## config.mk

```make
export PLATFORM = sky130hd
export DESIGN_NAME = dllp_rx_decode
export DESIGN_NICKNAME = d
export VERILOG_FILES = /design/src/rtl/dllp_rx_decode.sv
export SDC_FILE = /design/constraint.sdc
export NUM_CORES = 1
export LEC_CHECK = 0
export CORE_ASPECT_RATIO = 1.2
export CORE_MARGIN = 1
export CORE_UTILIZATION = 60
export DETAILED_ROUTE_END_ITERATION = 10
export GPL_TIMING_DRIVEN = 0
export PLACE_DENSITY = 0.86
export SYNTH_ARGS = -nofsm -noshare
export SYNTH_HDL_FRONTEND = slang
export SYNTH_SLANG_ARGS = --single-unit
```

## constraint.sdc

```tcl
create_clock -name clk_i -period 6.9 [get_ports clk_i]
set_clock_uncertainty 0.1 [all_clocks]
set_input_delay 0.69 -clock clk_i [delete_from_list [all_inputs] [get_ports clk_i]]
set_output_delay 0.69 -clock clk_i [all_outputs]
set_load 0.005 [all_outputs]
```

## src/rtl/dllp_rx_decode.sv

```systemverilog
// dllp_rx_decode: receive-side DLLP checker/decoder.
// Reassembles 6-byte DLLPs from 32-bit AXIS beats, checks the DLLP CRC-16,
// decodes the type and emits one-cycle Ack/Nak and flow-control strobes.
//
// Ports:
//   clk_i, rst_i           clock, asynchronous active-high reset
//   link_status_i          data-link state; DL_INACTIVE suppresses all strobes
//   s_axis_*               DLLP byte stream from the RX demux (byte0 in [7:0])
//   s_axis_tready          always 1 outside reset
//   ack_nak_*_o            Ack/Nak strobe, type and sequence number
//   fc_*_o                 FC strobe plus fields held from the last good FC DLLP
//   crc_err_o, len_err_o   CRC mismatch / byte count != 6 strobes
//
// Optional feature (macro DLLP_RX_STATS_EN): adds saturating 16-bit counters
// ack_cnt_o, nak_cnt_o, fc_cnt_o, err_cnt_o.

package dllp_rx_decode_pkg;
    typedef enum logic [1:0] {
        DL_INACTIVE = 2'd0,
        DL_INIT     = 2'd1,
        DL_ACTIVE   = 2'd2
    } pcie_dl_status_e;
endpackage

module dllp_rx_decode
    import dllp_rx_decode_pkg::*;
#(
    parameter int unsigned DATA_WIDTH = 32,
    parameter int unsigned KEEP_WIDTH = DATA_WIDTH / 8,
    parameter int unsigned USER_WIDTH = 2
) (
    input  logic                  clk_i,
    input  logic                  rst_i,
    input  pcie_dl_status_e       link_status_i,
    input  logic [DATA_WIDTH-1:0] s_axis_tdata,
    input  logic [KEEP_WIDTH-1:0] s_axis_tkeep,
    input  logic                  s_axis_tvalid,
    input  logic                  s_axis_tlast,
    input  logic [USER_WIDTH-1:0] s_axis_tuser,
    output logic                  s_axis_tready,
    output logic                  ack_nak_valid_o,
    output logic                  ack_nak_is_nak_o,
    output logic [11:0]           ack_nak_seq_o,
    output logic                  fc_valid_o,
    output logic [1:0]            fc_kind_o,
    output logic [1:0]            fc_class_o,
    output logic [2:0]            fc_vc_o,
    output logic [7:0]            fc_hdr_o,
    output logic [11:0]           fc_data_o,
    output logic                  crc_err_o,
    output logic                  len_err_o
`ifdef DLLP_RX_STATS_EN
    ,
    output logic [15:0]           ack_cnt_o,
    output logic [15:0]           nak_cnt_o,
    output logic [15:0]           fc_cnt_o,
    output logic [15:0]           err_cnt_o
`endif
);

    localparam int unsigned DLLP_BYTES = 6;
    localparam int unsigned CRC_BYTES  = 4;
    localparam int unsigned ACC_MAX    = 8;
    localparam logic [15:0] CRC_POLY   = 16'h100B;
    localparam logic [15:0] CRC_SEED   = 16'hFFFF;

    typedef enum logic [1:0] {ST_IDLE, ST_COLLECT, ST_FINISH} state_e;

    state_e                        state_q, state_d;
    logic [DLLP_BYTES-1:0][7:0]    byte_q, byte_d;
    logic [3:0]                    cnt_q, cnt_d;
    logic [15:0]                   crc_q, crc_d;
    logic                          beat_c, eval_c, link_up_c;
    logic [15:0]                   crc_exp_c;
    logic                          fc_hit_c;
    logic [1:0]                    fc_kind_c, fc_cls_c;

    logic        an_v_q, an_v_d, an_nak_q, an_nak_d;
    logic [11:0] an_seq_q, an_seq_d;
    logic        fc_v_q, fc_v_d;
    logic [1:0]  fc_kind_q, fc_kind_d, fc_cls_q, fc_cls_d;
    logic [2:0]  fc_vc_q, fc_vc_d;
    logic [7:0]  fc_hdr_q, fc_hdr_d;
    logic [11:0] fc_data_q, fc_data_d;
    logic        crc_err_q, crc_err_d, len_err_q, len_err_d;

    logic unused_tuser;
    assign unused_tuser = ^s_axis_tuser[USER_WIDTH-1:1];

    // One CRC-16 step over a byte, LSB first.
    function automatic logic [15:0] crc_byte(input logic [15:0] c, input logic [7:0] b);
        logic [15:0] r;
        r = c;
        for (int i = 0; i < 8; i++) begin
            r = (r[15] ^ b[i]) ? ({r[14:0], 1'b0} ^ CRC_POLY) : {r[14:0], 1'b0};
        end
        return r;
    endfunction

    function automatic logic [7:0] rev8(input logic [7:0] b);
        logic [7:0] r;
        for (int i = 0; i < 8; i++) r[i] = b[7-i];
        return r;
    endfunction

    assign s_axis_tready = ~rst_i;
    assign beat_c        = s_axis_tvalid & s_axis_tuser[0];
    assign link_up_c     = (link_status_i != DL_INACTIVE);

    // Next-state and byte/CRC accumulation.
    always_comb begin
        state_d = state_q;
        byte_d  = byte_q;
        cnt_d   = cnt_q;
        crc_d   = crc_q;
        eval_c  = 1'b0;
        // Outside COLLECT the next beat is always the first of a fresh DLLP.
        if (state_q != ST_COLLECT) begin
            state_d = ST_IDLE;
            cnt_d   = '0;
            crc_d   = CRC_SEED;
        end
        if (beat_c) begin
            for (int j = 0; j < int'(KEEP_WIDTH); j++) begin
                if (s_axis_tkeep[j]) begin
                    if (cnt_d < 4'(DLLP_BYTES)) byte_d[cnt_d[2:0]] = s_axis_tdata[8*j +: 8];
                    if (cnt_d < 4'(CRC_BYTES))  crc_d = crc_byte(crc_d, s_axis_tdata[8*j +: 8]);
                    if (cnt_d < 4'(ACC_MAX))    cnt_d = cnt_d + 4'd1;
                end
            end
            state_d = s_axis_tlast ? ST_FINISH : ST_COLLECT;
            eval_c  = s_axis_tlast;
        end
    end

    // FC type nibble -> kind/class.
    always_comb begin
        fc_hit_c  = 1'b1;
        fc_kind_c = 2'd0;
        fc_cls_c  = 2'd0;
        case (byte_d[0][7:4])
            4'h4, 4'h5, 4'h6: begin fc_kind_c = 2'd0; fc_cls_c = 2'(byte_d[0][7:4] - 4'h4); end
            4'hC, 4'hD, 4'hE: begin fc_kind_c = 2'd1; fc_cls_c = 2'(byte_d[0][7:4] - 4'hC); end
            4'h8, 4'h9, 4'hA: begin fc_kind_c = 2'd2; fc_cls_c = 2'(byte_d[0][7:4] - 4'h8); end
            default:          fc_hit_c = 1'b0;
        endcase
    end

    // DLLP evaluation on the tlast beat so strobes land during ST_FINISH.
    always_comb begin
        an_v_d    = 1'b0;
        an_nak_d  = an_nak_q;
        an_seq_d  = an_seq_q;
        fc_v_d    = 1'b0;
        fc_kind_d = fc_kind_q;
        fc_cls_d  = fc_cls_q;
        fc_vc_d   = fc_vc_q;
        fc_hdr_d  = fc_hdr_q;
        fc_data_d = fc_data_q;
        crc_err_d = 1'b0;
        len_err_d = 1'b0;
        // Transmitted CRC is the complemented remainder, bit-reversed per byte.
        crc_exp_c = {rev8(~crc_d[15:8]), rev8(~crc_d[7:0])};
        if (eval_c && link_up_c) begin
            if (cnt_d != 4'(DLLP_BYTES)) begin
                len_err_d = 1'b1;
            end else if (crc_exp_c != {byte_d[4], byte_d[5]}) begin
                crc_err_d = 1'b1;
            end else if (byte_d[0] == 8'h00 || byte_d[0] == 8'h10) begin
                an_v_d   = 1'b1;
                an_nak_d = byte_d[0][4];
                an_seq_d = {byte_d[2][3:0], byte_d[3]};
            end else if (fc_hit_c) begin
                fc_v_d    = 1'b1;
                fc_kind_d = fc_kind_c;
                fc_cls_d  = fc_cls_c;
                fc_vc_d   = byte_d[0][2:0];
                fc_hdr_d  = {byte_d[1][5:0], byte_d[2][7:6]};
                fc_data_d = {byte_d[2][3:0], byte_d[3]};
            end
        end
    end

    always_ff @(posedge clk_i or posedge rst_i) begin
        if (rst_i) begin
            state_q   <= ST_IDLE;
            byte_q    <= '0;
            cnt_q     <= '0;
            crc_q     <= CRC_SEED;
            an_v_q    <= 1'b0;
            an_nak_q  <= 1'b0;
            an_seq_q  <= '0;
            fc_v_q    <= 1'b0;
            fc_kind_q <= '0;
            fc_cls_q  <= '0;
            fc_vc_q   <= '0;
            fc_hdr_q  <= '0;
            fc_data_q <= '0;
            crc_err_q <= 1'b0;
            len_err_q <= 1'b0;
        end else begin
            state_q   <= state_d;
            byte_q    <= byte_d;
            cnt_q     <= cnt_d;
            crc_q     <= crc_d;
            an_v_q    <= an_v_d;
            an_nak_q  <= an_nak_d;
            an_seq_q  <= an_seq_d;
            fc_v_q    <= fc_v_d;
            fc_kind_q <= fc_kind_d;
            fc_cls_q  <= fc_cls_d;
            fc_vc_q   <= fc_vc_d;
            fc_hdr_q  <= fc_hdr_d;
            fc_data_q <= fc_data_d;
            crc_err_q <= crc_err_d;
            len_err_q <= len_err_d;
        end
    end

    assign ack_nak_valid_o  = an_v_q;
    assign ack_nak_is_nak_o = an_nak_q;
    assign ack_nak_seq_o    = an_seq_q;
    assign fc_valid_o       = fc_v_q;
    assign fc_kind_o        = fc_kind_q;
    assign fc_class_o       = fc_cls_q;
    assign fc_vc_o          = fc_vc_q;
    assign fc_hdr_o         = fc_hdr_q;
    assign fc_data_o        = fc_data_q;
    assign crc_err_o        = crc_err_q;
    assign len_err_o        = len_err_q;

`ifdef DLLP_RX_STATS_EN
    logic [15:0] ack_cnt_q, nak_cnt_q, fc_cnt_q, err_cnt_q;

    function automatic logic [15:0] sat_inc(input logic [15:0] v, input logic en);
        return (en && v != 16'hFFFF) ? v + 16'd1 : v;
    endfunction

    // Saturating event counters, fed by the same values that load the strobes.
    always_ff @(posedge clk_i or posedge rst_i) begin
        if (rst_i) begin
            ack_cnt_q <= '0;
            nak_cnt_q <= '0;
            fc_cnt_q  <= '0;
            err_cnt_q <= '0;
        end else begin
            ack_cnt_q <= sat_inc(ack_cnt_q, an_v_d & ~an_nak_d);
            nak_cnt_q <= sat_inc(nak_cnt_q, an_v_d & an_nak_d);
            fc_cnt_q  <= sat_inc(fc_cnt_q, fc_v_d);
            err_cnt_q <= sat_inc(err_cnt_q, crc_err_d | len_err_d);
        end
    end

    assign ack_cnt_o = ack_cnt_q;
    assign nak_cnt_o = nak_cnt_q;
    assign fc_cnt_o  = fc_cnt_q;
    assign err_cnt_o = err_cnt_q;
`endif

endmodule

```

==> flow_metrics.py <==
metrics = {
    "run_status": {
        "status": "finished, final reports clean",
    },
    "worst_setup_path": {
        "cp_max_fo": 10,
        "cp.required_ps": 7050,
        "cp.arrival_ps": 6920,
        "cp-end-kind": "flop",
        "r2r_cells": 20,
        "path_class": "input port to flop",
        "crit_path_start_kind": "input port",
    },
    "placed_design": {
        "dp_hpwl_um": 29200,
        "gp_congestion": 1.01,
        "numPortBuffers": 71,
    },
    "power": {
        "power_density_nw_per_um2": 379,
        "ir_worst_vdd_mv": 0.193,
        "leakage_nw": 5.42,
        "p_total_mw": 4.69,
    },
    "yosys": {
        "yosysTopAreaCell": "dfrtp_1",
        "yosysWarnings": 0,
        "synth_top_area_share_pct": 22.4,
        "ys.flop_type": "dfrtp_1",
        "yosys-top-cells-area": "dfrtp_1 (22%), mux2i_1 (7.0%), xnor2_1 (6.8%)",
        "syn_nets": 1300,
        "synthDistinctLibCells": 90,
        "syn_avg_cell_area_um2": 8.40,
        "ys_top_cells_by_count": "nand2_1 (142), nor2_1 (115), o21ai_0 (102)",
        "ys_ff_latch": 110,
        "syn-cell-area_um2": 10500,
        "synth_most_common_cell": "nand2_1",
        "synth_async_sr_flop_share_pct": 100,
        "syn_inst": 1252,
        "synth_edf_count": 0,
        "yosysSeqAreaShare_pct": 26.4,
    },
    "hold_path": {
        "whs_path_depth": 1,
        "hold_path.class": "flop to flop",
    },
    "clock_tree": {
        "cts_tree": "yes",
        "clk_pin_slew_ps": 80,
        "postCtsHoldBufs": 0,
        "clock_sinks": 110,
        "cts_buffer_depth": 2,
        "cts_max_level": 3,
        "ctsRootBufferMaster": "clkbuf_16",
        "clock_latency_ps": 380,
        "numCtsBuffers": 9,
    },
    "global_routing": {
        "grt_start_max_net_pins": 58,
        "grt_pass1_wl_um": 59400,
        "grt_overflow": 0,
        "antenna_found_initial": 0,
        "grt_pass1_vias": 10300,
        "track_usage_pct": 44.6,
    },
    "layout": {
        "fin_util_pct": 72.9,
        "drive_gt1_share_pct": 14.5,
        "multiInputGateArea_um2": 7590,
        "n_fill_cell": 1302,
        "register_area_um2": 2780,
        "syn2layout_area_growth_pct": 17.7,
        "fin_nets": 1405,
    },
    "sta": {
        "setup_violations": 0,
        "slew_violations": 0,
        "hold_viol": 0,
        "worst_pin_slew_ps": 1270,
        "min_period_over_period_pct": 98.1,
        "final.min_clock_period_ps": 6770,
        "slew_headroom_pct": 14.9,
        "tns_ps": 0,
        "clock.fmax_mhz": 148,
        "holdWs_ps": 391,
    },
    "flow_run": {
        "maxCapViolCount": 0,
    },
    "floorplan": {
        "die_h_um": 147,
        "die_w_um": 123,
        "ioPinCount": 89,
        "start_util_pct": 61.9,
        "fp-row-count": 52,
        "die-area_um2": 18100,
        "core_um2": 17000,
    },
    "detailed_routing": {
        "via_per_inst": 6.77,
        "dr.pass1.iters": 9,
        "wirelength_um": 39200,
        "drtIter0Drc": 1354,
        "via_count": 10700,
        "drtAntennaViolNets": 0,
        "wl_per_cell_um": 24.8,
        "route.detailed.drc": 0,
    },
}
[stage by stage]
stage,cell area (µm²),std cells,setup WS (ps)
floorplan,10500,1252,578
global placement,11500,1539,-1110
detailed placement,11500,1541,-1160
CTS,12000,1562,3.14
global route,12400,1578,-77.0
finish,12400,1579,131
[routing by layer]
layer	GRT usage, %	vias to the layer above	part of all wire (%)
li1	-	4739	-
met1	54.1	4985	36
met2	68.6	749	44
met3	11.3	222	11
met4	31.4	0	9.0
met5	0	-	0
[path summary, 6_finish.rpt]
check                                 from            end  slack [ps]
min reg2reg                    fc_hdr_o[7]    fc_hdr_o[7]         390
max reg2reg                      crc_q[13]  fc_data_o[10]         150
max in group asynchronous            rst_i       crc_q[8]        5180
min in group asynchronous            rst_i    fc_hdr_o[4]         700
min                            fc_hdr_o[7]    fc_hdr_o[7]         390
max                        s_axis_tdata[2]  fc_data_o[10]         130
[timing repair]
| action | 4_1_cts | 5_1_grt |
|---|---|---|
| setup endpoints to repair | 43 | 42 |
| pin swaps | 3 | 11 |
| setup buffers | 5 | 18 |
| resized for setup | 32 | 66 |
| gates cloned | 0 | 1 |
[registers in the layout (all words and copies together) (netlist names)]
signal            flops
cnt_q                 4
fc_valid_o            1
state_q               2
fc_vc_o               3
byte_q               44
fc_hdr_o              8
fc_kind_o             2
fc_data_o            12
crc_err_o             1
ack_nak_is_nak_o      1
len_err_o             1
ack_nak_seq_o        12
ack_nak_valid_o       1
crc_q                16
fc_class_o            2
[layout make-up]
| cell class | count | share of cell area (%) |
|---|---|---|
| clock buffers | 9 | 1.82 |
| inverters | 17 | 0.536 |
| diodes | 1 | 0.0202 |
| multi-input cells | 1031 | 61.3 |
| clock inverters | 7 | 0.667 |
| well taps | 216 | 2.18 |
| flip-flops and latches | 110 | 22.4 |
| plain buffers | 91 | 3.54 |
| repair buffers | 97 | 7.50 |
[kinds of logic (layout without fill, tap and decap cells)]
family	count (synthesis)	count (layout)	share of synthesized area, %
muxes	126	126	12.7
and+or+nand+nor	417	417	18.9
adders and majority gates	4	4	0.476
buffers and inverters	111	221	4.47
xor gates and xnor gates	147	147	16.1
DFF	110	110	26.4
AOI/OAI and AO/OA	337	337	21.0
other	0	1	0
[report_power, final]
group | internal (mW) | switching [mW] | leakage [nW] | total [mW]
Combinational | 1.38 | 1.85 | 3.85 | 3.23
Clock | 0.263 | 0.299 | 0.148 | 0.563
Sequential | 0.788 | 0.112 | 1.43 | 0.901
Total | 2.43 | 2.26 | 5.42 | 4.69
[critical path, stage by stage]
cell and delay (ps):
clkdlybuf4s50_1 430, xnor2_1 310, xnor3_1 570, a21oi_4 310, xnor2_1 310, xor3_1 520, o21ai_1 320, xnor2_1 240
nor2_4 90, xnor2_4 350, xnor3_1 590, a211oi_1 270, a21oi_1 140, o2bb2ai_1 200, or4_4 590, nor3_4 330
buf_4 180, buf_6 140, mux2_1 340
[cell usage in the layout (no fill, tap or decap), types with 40 or more instances in the layout]
cell,n
a21oi_1,66
clkbuf_1,54
clkdlybuf4s50_1,70
dfrtp_1,92
mux2i_1,72
nand2_1,141
nor2_1,111
nor3_1,40
o21ai_0,99
xnor2_1,78
Power figures use the tool's default switching activity.
==> RTL edit (same flow settings) <==
Put one more register stage on the output `len_err_o`, cleared by the reset. The value now appears one clock later. The other outputs are not delayed to match.
--- a/src/rtl/dllp_rx_decode.sv
+++ b/src/rtl/dllp_rx_decode.sv
@@ -229,3 +229,9 @@
     assign crc_err_o        = crc_err_q;
-    assign len_err_o        = len_err_q;
+    always_ff @(posedge clk_i or posedge rst_i) begin
+        if (rst_i) begin
+            len_err_o <= '0;
+        end else begin
+            len_err_o <= len_err_q;
+        end
+    end
 
Function: changed (Yosys sat finds a counterexample within 4 cycles, from zero or initial values and one cycle with rst_i high).
==> RTL edit against the unedited design <==
  * Power decreased by 11%
  * Largest power group unchanged
  * Non-clock buffer count decreased by 12
  * Fmax about the same
  * Setup slack got worse by 0.00082 ns
  * Sequential share of layout area increased by 1.4 points
  * Cell area decreased by 5.0%
  * Wire length decreased by 6.4%
  * Register-to-register slack improved by 0.04 ns
  * Sequential cell count increased by 1
  * Critical endpoint is now fc_data_o[7]
  * Area after synthesis decreased by 3.6%
==> RTL edit: results (changes against the unedited design) <==
| Metric | Value |
|---|---|
| Switching Power | `1.94 mW (was 2.26 mW)` |
| CP max stage delay | `0.54 ns (was 0.59 ns)` |
| Status | `complete, no violations (unchanged)` |
| Vias in the first global route | `9727 (was 10300)` |
| Flop-to-flop setup slack | `0.19 ns (was 0.15 ns)` |
| Largest cells by area after synthesis | `dfrtp_1 23%, mux2i_1 8.3%, xnor2_1 8.1%, nand2_1 5.2%, o21ai_0 4.5% (was dfrtp_1 22%, mux2i_1 7.0%, xnor2_1 6.8%, nand2_1 5.1%, o21ai_0 4.9%)` |
| Lkg Pwr | `5.18 nW (was 5.42 nW)` |
| CP max-delay cell | `clkdlybuf4s50_1 (was xnor3_1)` |
| Mapped Nets | `1235 (was 1300)` |
| Delay-heaviest family, CP | `simple AND/OR/NAND/NOR gates (was XOR/XNOR gates)` |
| Grt met2 use | `68.0% (was 68.6%)` |
| R2R depth | `26 (was 20)` |
| Vias | `10000 (was 10700)` |
| Reg-to-reg critical path endpoint | `fc_data_o[7] (was fc_data_o[10])` |
| Wl on met1 | `13.0 mm (was 14.2 mm)` |
| Finished Layout Cells | `1502 (was 1579)` |
| First-pass GRT wire length | `55.1 mm (was 59.4 mm)` |
| Maximum number of pins on one net before global-route repair | `73 (was 58)` |
| Clk pwr | `582 uW (was 563 uW)` |
| Syn avg cell area | `8.55 sq um (was 8.40 sq um)` |
| Max VDD drop | `0.000219 V (was 0.000193 V)` |
| Met2 wire length | `16.4 mm (was 17.1 mm)` |
| Slew HR | `25.4% (was 14.9%)` |
| Crit Reg-Reg Startpoint | `state_q[1] (was crc_q[13])` |
| WL final | `36.7 mm (was 39.2 mm)` |
| Combinational power | `2.72 mW (was 3.23 mW)` |
| Hold Path Origin | `len_err_q (was fc_hdr_o[7])` |
| Worst hold stages | `0 (was 1)` |
| Port Buf Inserts | `67 (was 71)` |
| Placer Congestion | `1.03 (was 1.01)` |
| Synth unique cells | `89 (was 90)` |
| Total GRT Usage | `42.8% (was 44.6%)` |
| GR Util met3 | `8.64% (was 11.3%)` |
RTL edit: timing repair:
| item | CTS | global route |
|---|---|---|
| gates resized for setup | 18 | 23 |
| endpoints found under the setup margin | 43 | 42 |
| pin swaps | 2 | 8 |
| buffers inserted | 4 | 16 |
| hold buffers | 0 | 0 |
RTL edit: layout make-up:
type	count	area [sq um]	area share (%)
multi-input cells	972	7070	60.1
flip-flops and latches	111	2800	23.8
repair buffers	88	848	7.22
plain buffers	88	384	3.27
well taps	212	265	2.26
clock buffers	10	239	2.03
clock inverters	6	88.8	0.756
inverters	15	58.8	0.500
RTL edit: how the worst max path moves through the flow:
stage                                  end       startpoint  depth (start not counted)
after floorplan              fc_class_o[1]       state_q[0]                         26
after global placement    ack_nak_seq_o[5]       state_q[0]                         25
after detailed placement  ack_nak_seq_o[1]       state_q[0]                         25
after CTS                     fc_data_o[9]       state_q[1]                         25
after global routing         fc_class_o[1]       state_q[1]                         23
final                         fc_data_o[7]  s_axis_tdata[1]                         20
RTL edit: through the flow:
| stage | setup slack [ns] | power [mW] | hold slack, ns | area (sq um) |
|---|---|---|---|---|
| after CTS | 0.00101 | 4.04 | 0.291 | 11500 |
| after global routing | -0.0203 | 4.40 | 0.296 | 11800 |
| final | 0.130 | 4.19 | 0.295 | 11800 |
| after global placement | -0.842 | 3.38 | 0.233 | 11100 |
| after detailed placement | -0.937 | 3.42 | 0.272 | 11100 |
| after floorplan | 0.653 | 2.84 | 0.231 | 10100 |
RTL edit: cells by family (layout without fill, tap and decap cells):
group,count (synthesis),after routing,synth area share [%]
AND/OR/NAND/NOR,390,390,18.6
AO/OA/AOI/OAI,291,291,18.3
XOR/XNOR,157,157,16.7
multiplexers,130,130,14.1
flip-flops,111,111,27.6
buffers and inverters,104,207,4.27
adder cells (fa/ha/maj),4,4,0.493
